--- config.mk ---
export PLATFORM = sky130hd
export DESIGN_NAME = uart_rx_framed
export DESIGN_NICKNAME = d
export VERILOG_FILES = /design/src/rtl/uart_rx_framed.sv
export SDC_FILE = /design/constraint.sdc
export NUM_CORES = 1
export LEC_CHECK = 0
export ABC_AREA = 1
export BUFFER_PORTS_ARGS = -buffer_cell sky130_fd_sc_hd__buf_2
export CORE_MARGIN = 10
export CORE_UTILIZATION = 40
export DETAILED_ROUTE_END_ITERATION = 6
export MAX_ROUTING_LAYER = met4
export PLACE_DENSITY = 0.58
export SLEW_MARGIN = 20
export SYNTH_ARGS = -nofsm -noshare
export SYNTH_HDL_FRONTEND = slang
export SYNTH_SLANG_ARGS = --single-unit
--- constraint.sdc ---
create_clock -name clk -period 1.5 [get_ports clk]
set_input_delay 0.15 -clock clk [delete_from_list [all_inputs] [get_ports clk]]
set_output_delay 0.15 -clock clk [all_outputs]
set_load 0.1 [all_outputs]
--- src/rtl/uart_rx_framed.sv ---
`default_nettype none
// ============================================================================
// Module      : uart_rx_framed
// Description : 8-bit UART receiver with mid-bit sampling, frame/parity error
//               flags and break handling. Optional parity bit when the macro
//               UART_RX_PARITY_EN is defined.
// Revision    : 1.0 - initial release
// ============================================================================
module uart_rx_framed #(
  parameter int CLK_FREQ = 50000000,
  parameter int BAUD     = 115200
) (
  input  logic       clk,
  input  logic       n_rst,
  input  logic       rx,
  input  logic       parity_sel,
  output logic [7:0] rx_data,
  output logic       rx_valid,
  output logic       parity_err,
  output logic       frame_err,
  output logic       busy
);

  localparam int CLKS_PER_BIT = CLK_FREQ / BAUD;
  localparam int CNT_W        = $clog2(CLKS_PER_BIT) + 1;
  localparam logic [CNT_W-1:0] c_bit_last  = CNT_W'(CLKS_PER_BIT - 1);
  localparam logic [CNT_W-1:0] c_half_last = CNT_W'(CLKS_PER_BIT / 2 - 1);

  typedef enum logic [2:0] {
    IDLE      = 3'd0,
    START     = 3'd1,
    DATA      = 3'd2,
    PARITY    = 3'd3,
    STOP      = 3'd4,
    WAIT_IDLE = 3'd5
  } state_t;

`ifdef UART_RX_PARITY_EN
  localparam state_t c_after_data = PARITY;
`else
  localparam state_t c_after_data = STOP;
`endif

  state_t           r_state;
  state_t           w_state_next;
  logic             r_rx_meta;
  logic             r_rx_s;
  logic             r_rx_prev;
  logic [CNT_W-1:0] r_baud_cnt;
  logic [2:0]       r_bit_cnt;
  logic [7:0]       r_shift;
  logic             w_tick;

  always_ff @(posedge clk or negedge n_rst) begin
    if (!n_rst) begin
      r_rx_meta <= 1'b1;
      r_rx_s    <= 1'b1;
      r_rx_prev <= 1'b1;
    end else begin
      r_rx_meta <= rx;
      r_rx_s    <= r_rx_meta;
      r_rx_prev <= r_rx_s;
    end
  end

  always_ff @(posedge clk or negedge n_rst) begin
    if (!n_rst) r_state <= IDLE;
    else        r_state <= w_state_next;
  end

  // The start bit is checked at half a bit time; every later sample lands mid-bit.
  always_comb begin
    w_state_next = r_state;
    w_tick = (r_state == START) ? (r_baud_cnt == c_half_last)
                                : (r_baud_cnt == c_bit_last);
    case (r_state)
      IDLE:      if (r_rx_prev && !r_rx_s) w_state_next = START;
      START:     if (w_tick) w_state_next = r_rx_s ? IDLE : DATA;
      DATA:      if (w_tick && (r_bit_cnt == 3'd7)) w_state_next = c_after_data;
      PARITY:    if (w_tick) w_state_next = STOP;
      STOP:      if (w_tick) w_state_next = r_rx_s ? IDLE : WAIT_IDLE;
      WAIT_IDLE: if (r_rx_s) w_state_next = IDLE;
      default:   w_state_next = IDLE;
    endcase
  end

  assign busy = (r_state != IDLE);

  always_ff @(posedge clk or negedge n_rst) begin
    if (!n_rst) begin
      r_baud_cnt <= '0;
      r_bit_cnt  <= 3'd0;
    end else begin
      if ((r_state == IDLE) || (r_state == WAIT_IDLE) || w_tick)
        r_baud_cnt <= '0;
      else
        r_baud_cnt <= r_baud_cnt + 1'b1;

      if (r_state == IDLE)
        r_bit_cnt <= 3'd0;
      else if ((r_state == DATA) && w_tick)
        r_bit_cnt <= r_bit_cnt + 3'd1;
    end
  end

  always_ff @(posedge clk or negedge n_rst) begin
    if (!n_rst) begin
      r_shift   <= 8'h00;
      rx_data   <= 8'h00;
      rx_valid  <= 1'b0;
      frame_err <= 1'b0;
    end else begin
      rx_valid <= 1'b0;
      if ((r_state == DATA) && w_tick)
        r_shift <= {r_rx_s, r_shift[7:1]};
      if ((r_state == STOP) && w_tick) begin
        rx_data   <= r_shift;
        frame_err <= ~r_rx_s;
        rx_valid  <= 1'b1;
      end
    end
  end

`ifdef UART_RX_PARITY_EN
  logic r_par_sel;
  logic r_par_bit;

  // Parity mode is latched at start detect so mid-frame changes are ignored.
  always_ff @(posedge clk or negedge n_rst) begin
    if (!n_rst) begin
      r_par_sel  <= 1'b0;
      r_par_bit  <= 1'b0;
      parity_err <= 1'b0;
    end else begin
      if ((r_state == IDLE) && (w_state_next == START))
        r_par_sel <= parity_sel;
      if ((r_state == PARITY) && w_tick)
        r_par_bit <= r_rx_s;
      if ((r_state == STOP) && w_tick)
        parity_err <= ((^r_shift) ^ r_par_bit) != r_par_sel;
    end
  end
`else
  logic w_unused_parity_sel;
  assign w_unused_parity_sel = parity_sel;
  assign parity_err          = 1'b0;
`endif

endmodule
`default_nettype wire
==> flow_summary_export.csv <==
group,metric,value,unit
min_path,min-delay-start,"r_rx_meta",
logic_synthesis,synth_cell_types,26,
floorplan,rows,23,
run,cap_violations,0,
worst_setup_path,critPathMaxStageDelay,390,ps
sta,report.final.slew_viol_count,0,
sta,post-route-min-period,1450,ps
worst_setup_path,worstSetupPathType,"reg -> reg",
worst_setup_path,r2r-start,"r_state[1]",
routing,vias,1394,
grt,grt_pass1_vias,1372,
worst_setup_path,crit_end,"r_shift[6]",
worst_setup_path,worstPathArrival,1620,ps
routing,avgViaCountPerCell,4.86,
floorplan,die_w,85.2,um
clock_tree,clk_latency,290,ps
routing,ant_nets,0,
grt,grt_use_total,10.3,%
sta,setup_viol,0,
worst_setup_path,rr_endpoint,"r_shift[6]",
min_path,holdCritPathClass,"reg -> reg",
clock_tree,numCtsBuffers,5,
worst_setup_path,endpoint_kind,"register",
worst_setup_path,critical_path.slowest_cell,"dfrtp_1",
floorplan,start_util,41.9,%
worst_setup_path,required,1670,ps
floorplan,die_h,85.2,um
worst_setup_path,reg2reg_depth,10,
layout,drive_above_1_share,43.9,%
grt,overflow,0,
logic_synthesis,ys_seq_area_share,54.7,%
run_status,status,"finished clean",
logic_synthesis,mappedNetlistNets,199,
worst_setup_path,path_buf_inv,3,
worst_setup_path,crit_cells,10,
clock_tree,clock_path_buffers,2,
power,report.power.total,3.11,mW
sta,finClkSkew,9.80,ps
worst_setup_path,worst_setup_path_start_kind,"register",
floorplan,ios,16,
logic_synthesis,syn_area_per_cell,8.86,um2
sta,fmax,0.691,GHz
layout,layout_commonest_cell,"nand2_1",
sta,rsz0062_at_grt,"true",
routing,totalWireLength,3740,um
worst_setup_path,cp_top_family,"simple AND/OR/NAND/NOR gates",
logic_synthesis,synth-seq-cells,37,
layout,fin_cells,287,
sta,period_share,96.5,%
worst_setup_path,crit_chain,"inv_2 > nand2_2 > nor2_2 > nand2_1 > nand2_2 > buf_4 > nand4_4 > clkbuf_16 > nand2_1 > o21ai_1",
logic_synthesis,synthCells,192,
clock_tree,clkSinkCount,37,
routing,drt_iter0_drc,54,
worst_setup_path,cp_max_fo,8,
layout,nets,243,
sta,hold_viol_final,0,
grt,grt_max_degree,38,
clock_tree,clockRootBuffer,"clkbuf_8",
grt,antenna_found_initial,0,
layout,final_cell_mix,"nand2_1, dfrtp_1, nand2_2, buf_4, inv_1",
sta,hold_ws,361,ps
power,p_leak,1.13,nW
clock_tree,htree_levels,2,
placement,dp_hpwl,2420,um
layout,area_growth,36.2,%
placement,place_inst,269,
floorplan,core,4060,um2
power,power.density,1340,nW/um2
placement,io_buffer_count,13,
layout,diodes,0,
placement,gp_congestion,0.932,
routing,post_drt_wl_per_cell,13.0,um
routing,dr.pass1.iters,4,
power,ir_drop,0.643,mV
worst_setup_path,crit_start,"r_state[1]",
clock_tree,path_clk_slew,80,ps
floorplan,die-area,7260,um2
routing,drc,0,
logic_synthesis,synth.yosys.warnings,0,
sta,tns,0,ps
worst_setup_path,reg2reg_slack,50,ps
layout,final_core_util,57.1,%
grt,grt_pass1_wl,6110,um
clock_tree,tritoncts,"done",
logic_synthesis,syn_area,1700,um2
## power breakdown
part	internal, mW	total, mW	switching (mW)	leakage [nW]
Clock	0.372	0.719	0.347	0.0512
Sequential	1.07	1.17	0.0941	0.497
Combinational	0.524	1.22	0.694	0.580
Total	1.97	3.11	1.14	1.13
## worst min-delay path by stage
stage                     to  slack, ps  cells after the start
2_1_floorplan      frame_err       -150                      0
3_3_place_gp   r_baud_cnt[6]        220                      2
3_5_place_dp      r_state[1]        230                      2
4_1_cts               r_rx_s        360                      0
5_1_grt               r_rx_s        370                      0
6_report              r_rx_s        360                      0
## flip-flops by register name (all words and copies together) (netlist names)
name        cells
r_rx_s          1
r_baud_cnt     10
r_bit_cnt       3
r_rx_prev       1
r_rx_meta       1
r_shift         8
r_state         3
rx_valid        1
frame_err       1
rx_data         8
## worst register-to-register path: stages, from the launching register on
cell and delay (ps):
dfrtp_1 390, inv_2 90, nand2_2 70, nor2_2 80
nand2_1 60, nand2_2 80, buf_4 130, nand4_4 130
clkbuf_16 210, nand2_1 50, o21ai_1 50
## cells in the mapped netlist
| library cell | n | area, um2 |
|---|---|---|
| o31ai_1 | 1 | 7.51 |
| clkbuf_1 | 1 | 3.75 |
| nand2_1 | 51 | 191 |
| conb_1 | 1 | 3.75 |
| inv_2 | 5 | 18.8 |
| nor2_1 | 20 | 75.1 |
| dfrtp_1 | 34 | 851 |
| dfstp_2 | 3 | 78.8 |
| nand4_2 | 1 | 12.5 |
| o22ai_1 | 1 | 6.26 |
| o21ai_0 | 10 | 50.1 |
| buf_6 | 2 | 22.5 |
| nand2_2 | 3 | 18.8 |
| nor3_1 | 6 | 30.0 |
| nand3_1 | 6 | 30.0 |
| a21oi_1 | 3 | 15.0 |
| nor3b_1 | 2 | 15.0 |
| nand4_1 | 2 | 12.5 |
| nand3_2 | 2 | 20.0 |
| xor2_1 | 4 | 35.0 |
| or2_1 | 1 | 6.26 |
| ha_1 | 3 | 37.5 |
| buf_4 | 1 | 7.51 |
| inv_1 | 20 | 75.1 |
| nor4_1 | 1 | 6.26 |
| o21ai_2 | 8 | 70.1 |
## routing by layer
layer / GRT usage [%] / vias up / share of wire, %
met2: 17.1 / 21 / 48
met3: 3.15 / 2 / 3.3
met5: - / - / 0
met1: 11.4 / 674 / 48
li1: - / 697 / -
met4: 3.44 / 0 / 0.45
## stage by stage
| stage | worst slack (ps) | cell area [um2] |
|---|---|---|
| CTS | -30.3 | 2150 |
| detailed placement | -45.4 | 1970 |
| global placement | -14.1 | 1970 |
| global route | -45.4 | 2320 |
| finish | 52.4 | 2320 |
| floorplan | -30.8 | 1710 |
## layout make-up
| type | count | area (um2) |
|---|---|---|
| clock inverters | 2 | 13.8 |
| well taps | 50 | 62.6 |
| flip-flops and latches | 37 | 933 |
| multi-input cells | 128 | 800 |
| inverters | 25 | 93.8 |
| repair buffers | 39 | 330 |
| clock buffers | 6 | 82.6 |
| fillers | 345 | 1740 |
## logic make-up after synthesis
kind of cell / after synthesis / share of synthesized area [%]
AOI/OAI and AO/OA: 23 / 8.76
xor gates and xnor gates: 4 / 2.06
adders and majority gates: 3 / 2.21
buffers and inverters: 29 / 7.51
DFF: 37 / 54.7
other: 1 / 0.221
and+or+nand+nor: 95 / 24.6
## what timing repair did
action | 4_1_cts | 5_1_grt
endpoints found under the setup margin | 14 | 29
cloned | 0 | 3
setup buffers | 1 | 5
hold endpoints to repair | 35 | 0
pin swaps | 1 | 11
gates resized for setup | 17 | 40
hold buffers | 2 | 0
(Power assumes the default switching activity.)
